$ cat src/rtl/csr_sequencer_if.sv
// CSR file port bundle between the Zicsr sequencer (master)
// and the CSR file (slave); rdata/invalid are combinational.
interface csr_sequencer_if;
  logic [11:0] csr_addr;
  logic        csr_read;
  logic        csr_write;
  logic [63:0] csr_wdata;
  logic [63:0] csr_rdata;
  logic        csr_invalid;

  modport master (
    output csr_addr,
    output csr_read,
    output csr_write,
    output csr_wdata,
    input  csr_rdata,
    input  csr_invalid
  );

  modport slave (
    input  csr_addr,
    input  csr_read,
    input  csr_write,
    input  csr_wdata,
    output csr_rdata,
    output csr_invalid
  );
endinterface

$ cat src/rtl/csr_sequencer.sv
// Zicsr read/check/write sequencer driving the CSR file port.
// Optional CSR_SEQ_WRITE_SKIP_EN: skip set/clear writes that change nothing.
module csr_sequencer (
  input  logic                 phi2,
  input  logic                 rst,
  input  logic                 start,
  input  logic                 flush,
  input  logic [2:0]           funct3,
  input  logic [11:0]          csr_addr_in,
  input  logic [63:0]          rs1_val,
  input  logic [4:0]           src_idx,
  input  logic                 rd_zero,
  output logic                 busy,
  output logic                 done,
  output logic                 illegal,
  output logic                 rd_we,
  output logic [63:0]          rd_data,
  csr_sequencer_if.master      csr
);

  typedef enum logic [1:0] {
    IDLE,
    READ,
    WRITE,
    RESP
  } state_t;

  state_t      state_q;
  state_t      state_d;
  logic [1:0]  op_q;
  logic [11:0] addr_q;
  logic [63:0] src_q;
  logic [63:0] old_q;
  logic [63:0] wdata_q;
  logic        rdz_q;
  logic        wr_q;
  logic        ill_q;

  logic        legal;
  logic        ill_d;
  logic        skip;
  logic [63:0] wdata_d;

  assign legal = (op_q != 2'b00);

  // Writing a read-only CSR (addr[11:10]==11) is illegal
  assign ill_d = !legal
               | csr.csr_invalid
               | (wr_q & (addr_q[11:10] == 2'b11));

  always_comb begin
    wdata_d = wdata_q;
    unique case (op_q)
      2'b01:   wdata_d = src_q;
      2'b10:   wdata_d = csr.csr_rdata | src_q;
      2'b11:   wdata_d = csr.csr_rdata & ~src_q;
      default: wdata_d = wdata_q;
    endcase
  end

`ifdef CSR_SEQ_WRITE_SKIP_EN
  assign skip = op_q[1] & (wdata_d == csr.csr_rdata);
`else
  assign skip = 1'b0;
`endif

  always_comb begin
    state_d = state_q;
    unique case (state_q)
      IDLE:  if (start) state_d = READ;
      READ:  state_d = (wr_q & !ill_d & !skip)
                       ? WRITE : RESP;
      WRITE: state_d = RESP;
      RESP:  state_d = IDLE;
      default: state_d = IDLE;
    endcase
    if (flush) state_d = IDLE;
  end

  always_ff @(posedge phi2) begin
    if (rst) begin
      state_q <= IDLE;
      op_q    <= 2'b00;
      addr_q  <= '0;
      src_q   <= '0;
      old_q   <= '0;
      wdata_q <= '0;
      rdz_q   <= 1'b0;
      wr_q    <= 1'b0;
      ill_q   <= 1'b0;
    end else begin
      state_q <= state_d;
      if (state_q == IDLE && start && !flush) begin
        op_q   <= funct3[1:0];
        addr_q <= csr_addr_in;
        src_q  <= funct3[2] ? {59'd0, src_idx}
                            : rs1_val;
        rdz_q  <= rd_zero;
        wr_q   <= (funct3[1:0] == 2'b01)
                | (funct3[1] & (src_idx != 5'd0));
      end
      if (state_q == READ) begin
        old_q   <= csr.csr_rdata;
        ill_q   <= ill_d;
        wdata_q <= wdata_d;
      end
    end
  end

  assign busy          = (state_q != IDLE);
  assign csr.csr_read  = (state_q == READ) & legal & !flush;
  assign csr.csr_write = (state_q == WRITE) & !flush;
  assign done          = (state_q == RESP) & !flush;
  assign illegal       = done & ill_q;
  assign rd_we         = done & !ill_q & !rdz_q;
  assign rd_data       = old_q;
  assign csr.csr_addr  = addr_q;
  assign csr.csr_wdata = wdata_q;

endmodule

$ cat src/flat_wrapper.sv
// flat-port wrapper written by rule: the top's interface ports become plain ports
module csr_sequencer_flat 
  (phi2, rst, start, flush, funct3, csr_addr_in, rs1_val, src_idx, rd_zero, busy, done, illegal, rd_we, rd_data, csr_csr_addr, csr_csr_read, csr_csr_write, csr_csr_wdata, csr_csr_rdata, csr_csr_invalid);
  csr_sequencer_if csr_i ();
  input  logic phi2;
  input  logic rst;
  input  logic start;
  input  logic flush;
  input  logic [2:0] funct3;
  input  logic [11:0] csr_addr_in;
  input  logic [63:0] rs1_val;
  input  logic [4:0] src_idx;
  input  logic rd_zero;
  output logic busy;
  output logic done;
  output logic illegal;
  output logic rd_we;
  output logic [63:0] rd_data;
  output wire logic [$bits(csr_i.csr_addr)-1:0] csr_csr_addr;
  output wire logic [$bits(csr_i.csr_read)-1:0] csr_csr_read;
  output wire logic [$bits(csr_i.csr_write)-1:0] csr_csr_write;
  output wire logic [$bits(csr_i.csr_wdata)-1:0] csr_csr_wdata;
  input wire logic [$bits(csr_i.csr_rdata)-1:0] csr_csr_rdata;
  input wire logic [$bits(csr_i.csr_invalid)-1:0] csr_csr_invalid;
  assign csr_csr_addr = csr_i.csr_addr;
  assign csr_csr_read = csr_i.csr_read;
  assign csr_csr_write = csr_i.csr_write;
  assign csr_csr_wdata = csr_i.csr_wdata;
  assign csr_i.csr_rdata = csr_csr_rdata;
  assign csr_i.csr_invalid = csr_csr_invalid;
  csr_sequencer u_core (.phi2(phi2), .rst(rst), .start(start), .flush(flush), .funct3(funct3), .csr_addr_in(csr_addr_in), .rs1_val(rs1_val), .src_idx(src_idx), .rd_zero(rd_zero), .busy(busy), .done(done), .illegal(illegal), .rd_we(rd_we), .rd_data(rd_data), .csr(csr_i));
endmodule
$ cat config.mk
export PLATFORM = sky130hd
export DESIGN_NAME = csr_sequencer_flat
export DESIGN_NICKNAME = d
export VERILOG_FILES = /design/src/rtl/csr_sequencer_if.sv /design/src/rtl/csr_sequencer.sv /design/src/flat_wrapper.sv
export SDC_FILE = /design/constraint.sdc
export NUM_CORES = 1
export LEC_CHECK = 0
export ABC_AREA = 1
export ABC_CLOCK_PERIOD_IN_PS = 1500
export CAP_MARGIN = 0
export CORE_AREA = 2 2 147 149
export CTS_BUF_LIST = sky130_fd_sc_hd__clkbuf_2
export DETAILED_ROUTE_END_ITERATION = 8
export DIE_AREA = 0 0 149 151
export HOLD_SLACK_MARGIN = 0.03
export PLACE_DENSITY_LB_ADDON = 0.1
export SYNTH_ARGS = -nofsm -noshare
export SYNTH_HDL_FRONTEND = slang
export SYNTH_SLANG_ARGS = --single-unit
$ cat constraint.sdc
create_clock -name phi2 -period 1.5 [get_ports phi2]
set_input_delay 0.225 -clock phi2 [delete_from_list [all_inputs] [get_ports phi2]]
set_output_delay 0.225 -clock phi2 [all_outputs]
set_load 0.005 [all_outputs]
==> flow_metrics.tcl <==
set metrics [dict create \
    avgViaCountPerCell 5.16 \
    pin_count 300 \
    hp-start "rs1_val[40]" \
    grt_antenna_before_repair 2 \
    cts_buffers 54 \
    async_reset_ff_frac 0 \
    p_switching_mw 3.82 \
    holdCritPathClass "input pin to flip-flop" \
    fp.coreArea_um2 20800 \
    cts.clk_slew.worst_paths_ns 0.10 \
    worstPathArrival_ns 1.76 \
    wl_per_cell_um 18.0 \
    synth_ff_type "dfxtp_1" \
    die_h_um 151 \
    status "finished with violations" \
    synth_top_area_cell "dfxtp_1" \
    r2r.worst_path.cells 10 \
    chipWidth_um 149 \
    p_leak_nw 6.26 \
    grt_pass1_vias 9083 \
    detail-route-antenna-nets 0 \
    cts_tree "done" \
    cts_buffer_depth 3 \
    tightest_slew_ns 0.604 \
    yosys-top-cells-count "211 x dfxtp_1, 180 x nor2_1, 114 x o21ai_0" \
    min_to "u_core.src_q[40]$_SDFFE_PP0P_" \
    synthDistinctLibCells 24 \
    cap_violations 0 \
    worstSetupPathType "flip-flop to output pin" \
    grt_max_degree 66 \
    drt_first_pass_iters 5 \
    setup_violations 96 \
    area_growth_pct 76.6 \
    netlist.area_leader.share 0.492 \
    fmax_mhz 504 \
    p_total_mw 12.8 \
    grt_usage 0.261 \
    hpwl_um 17400 \
    drtIter0Drc 424 \
    crit_path_max_incr_delay_ns 0.41 \
    layout_setup_ws_ns -0.484 \
    path_max_fanout 4 \
    cts_max_level 2 \
    vias 9529 \
    p_sw_frac 0.299 \
    r2r_end "u_core.src_q[32]$_SDFFE_PP0P_" \
    comb_power_share 0.226 \
    routed_wl_um 33300 \
    num-nets-final 1697 \
    ys_seq_area_frac 0.492 \
    final.setup_skew_ns 0.0408 \
    startpoint "u_core.state_q[0]$_SDFFE_PP0P_" \
    slew_headroom 0.597 \
    ys_seq_elements 211 \
    period_share 1.32 \
    worst_ep_required_time_ns 1.27 \
    synth.area.top_cells "dfxtp_1 49%, nor2_1 7.9%, o21ai_0 6.6%, a211oi_2 6.3%, a21oi_1 5.4%" \
    cts.sinks 211 \
    dp_slack_ns -0.258 \
    whs_path_depth 3 \
    synthCells 1060 \
    p_int_mw 8.98 \
    yosys_warnings 0 \
    syn-cell-area_um2 8590 \
    seqPwrFrac 0.482 \
    violations "setup timing" \
    drv_slew 0 \
    synthesis.nets 1219 \
    postSynthAreaPerCell_um2 8.10 \
    die_area_um2 22500 \
    grt_pass1_wl_um 47000 \
    yosys.cell_count.top_type "dfxtp_1" \
    initial_core_util 0.413 \
    r2r_start "u_core.state_q[1]$_SDFFE_PP0P_" \
    ir_drop_mv 0.572 \
    synth_edf_count 0 \
    crit_path_end_kind "output pin" \
    gp_congestion 0.832 \
    clockPowerShare 0.292 \
    drive_above_1_share 0.400 \
    cp_slowest_cell "dfxtp_4" \
    r2r_slack_ns -0.36 \
    path_cells "ha_4 > inv_2 > a21oi_4 > inv_2 > nor2_1 > buf_2" \
    rows 53 \
    drc_errors 0 \
    cts-root-buf "clkbuf_2" \
    powerDensity_nw_per_um2 844 \
    fin_crit_ns 1.98 \
    holdWs_ns 0.0896 \
    startpoint_type "flip-flop" \
    overflow 0 \
    io_buffers 299 \
    cpMostUsedCell "inv_2" \
    hold_viol_final 0 \
    rsz0062_at_grt "true" \
    clock_latency_ns 0.81 \
]
## routing by layer
metal  vias up  global-route usage  wire [um]
li1       4584                   -          -
met1      4514               0.320      13800
met2       361               0.449      16200
met3        70              0.0633       2290
met4         0              0.0876        980
met5         -                   0          0
## worst max-delay path: cells and delay by family, from the launching register on
kind                     cells  cell delay [ns]
flip-flops                   1             0.41
buffers and inverters        3             0.22
adder cells (fa/ha/maj)      1             0.15
AO/OA/AOI/OAI                1             0.12
AND/OR/NAND/NOR              1             0.08
## state kept, by name, summed over array words and instances (netlist names)
name and cells:
u_core.csr.csr_wdata 64, u_core.wr_q 1, u_core.src_q 64, u_core.rdz_q 1, u_core.csr.csr_addr 12, u_core.op_q 2, u_core.ill_q 1, u_core.state_q 2
u_core.rd_data 64
## through the flow
step           cell area, um2  utilization  instances  setup TNS (ns)
4_1_cts                 14000        0.672       1818          -12.46
5_1_grt                 15200        0.729       1846          -34.48
6_report                15200        0.729       1846          -20.93
3_3_place_gp            11900        0.570       1582           -9.26
3_5_place_dp            11900        0.570       1582          -13.12
2_1_floorplan            8590            -       1060               0
## logic make-up (layout without fill, tap and decap cells)
group                      after synthesis  after routing  share of synthesized area
DFF                                    211            211                      0.492
buffers and inverters                  150            659                     0.0858
and+or+nand+nor                        344            344                      0.161
adders and majority gates                5              5                    0.00728
other                                    0              2                          0
AOI/OAI and AO/OA                      350            350                      0.254
## power by group through the flow
stage               logic, mW  clock network [mW]  registers [mW]
floorplan               0.888                   0            6.22
global placement         2.02                   0            6.22
detailed placement       2.03                   0            6.22
CTS                      2.46                3.80            6.15
global route             3.09                4.12            6.21
finish                   2.89                3.74            6.17
## cell usage in the layout, fill, tap and decap left out, types with 2 or more instances in the layout
cell / count
clkdlybuf4s50_1: 152
buf_4: 39
o21ai_2: 7
diode_2: 2
o21ai_0: 92
nand3_4: 5
nor2_4: 13
nand2_4: 6
clkbuf_2: 83
a21oi_1: 44
clkinv_1: 3
a21oi_4: 23
inv_4: 2
buf_6: 100
nand3_1: 56
buf_12: 17
ha_4: 4
o21ai_1: 51
a211oi_2: 45
a31oi_1: 50
dfxtp_2: 142
buf_2: 56
nor2_1: 166
inv_2: 11
nand3_2: 3
inv_1: 50
nand2_2: 4
a21oi_2: 37
clkbuf_16: 10
nand2_1: 89
buf_8: 4
dlygate4sd3_1: 118
dfxtp_1: 68
buf_16: 12
## worst max-delay path by stage
stage | slack, ns | endpoint | depth (start not counted)
after CTS | -0.53 | csr_csr_read | 7
after global placement | -0.25 | rd_we | 5
final | -0.48 | csr_csr_read | 6
after detailed placement | -0.26 | rd_we | 5
after global routing | -0.61 | csr_csr_read | 7
after floorplan | 0.08 | csr_csr_read | 8
## final cells by class
class | count | area, um2
Antenna cell | 2 | 5.00
Clock buffer | 83 | 415
Clock inverter | 4 | 15.0
Fill cell | 1547 | 5650
Inverter | 63 | 268
Multi-Input combinational cell | 699 | 4300
Sequential cell | 211 | 4410
Tap cell | 275 | 344
Timing Repair Buffer | 509 | 5420
## what timing repair did
| action | CTS | global route |
|---|---|---|
| endpoints found under the hold margin | 197 | 0 |
| endpoints found under the setup margin | 307 | 314 |
| buffers inserted | 20 | 22 |
| gates resized for setup | 868 | 168 |
| hold buffers | 118 | 0 |
| pin swaps | 13 | 29 |
| cloned | 11 | 10 |
Power figures use the tool's default switching activity.
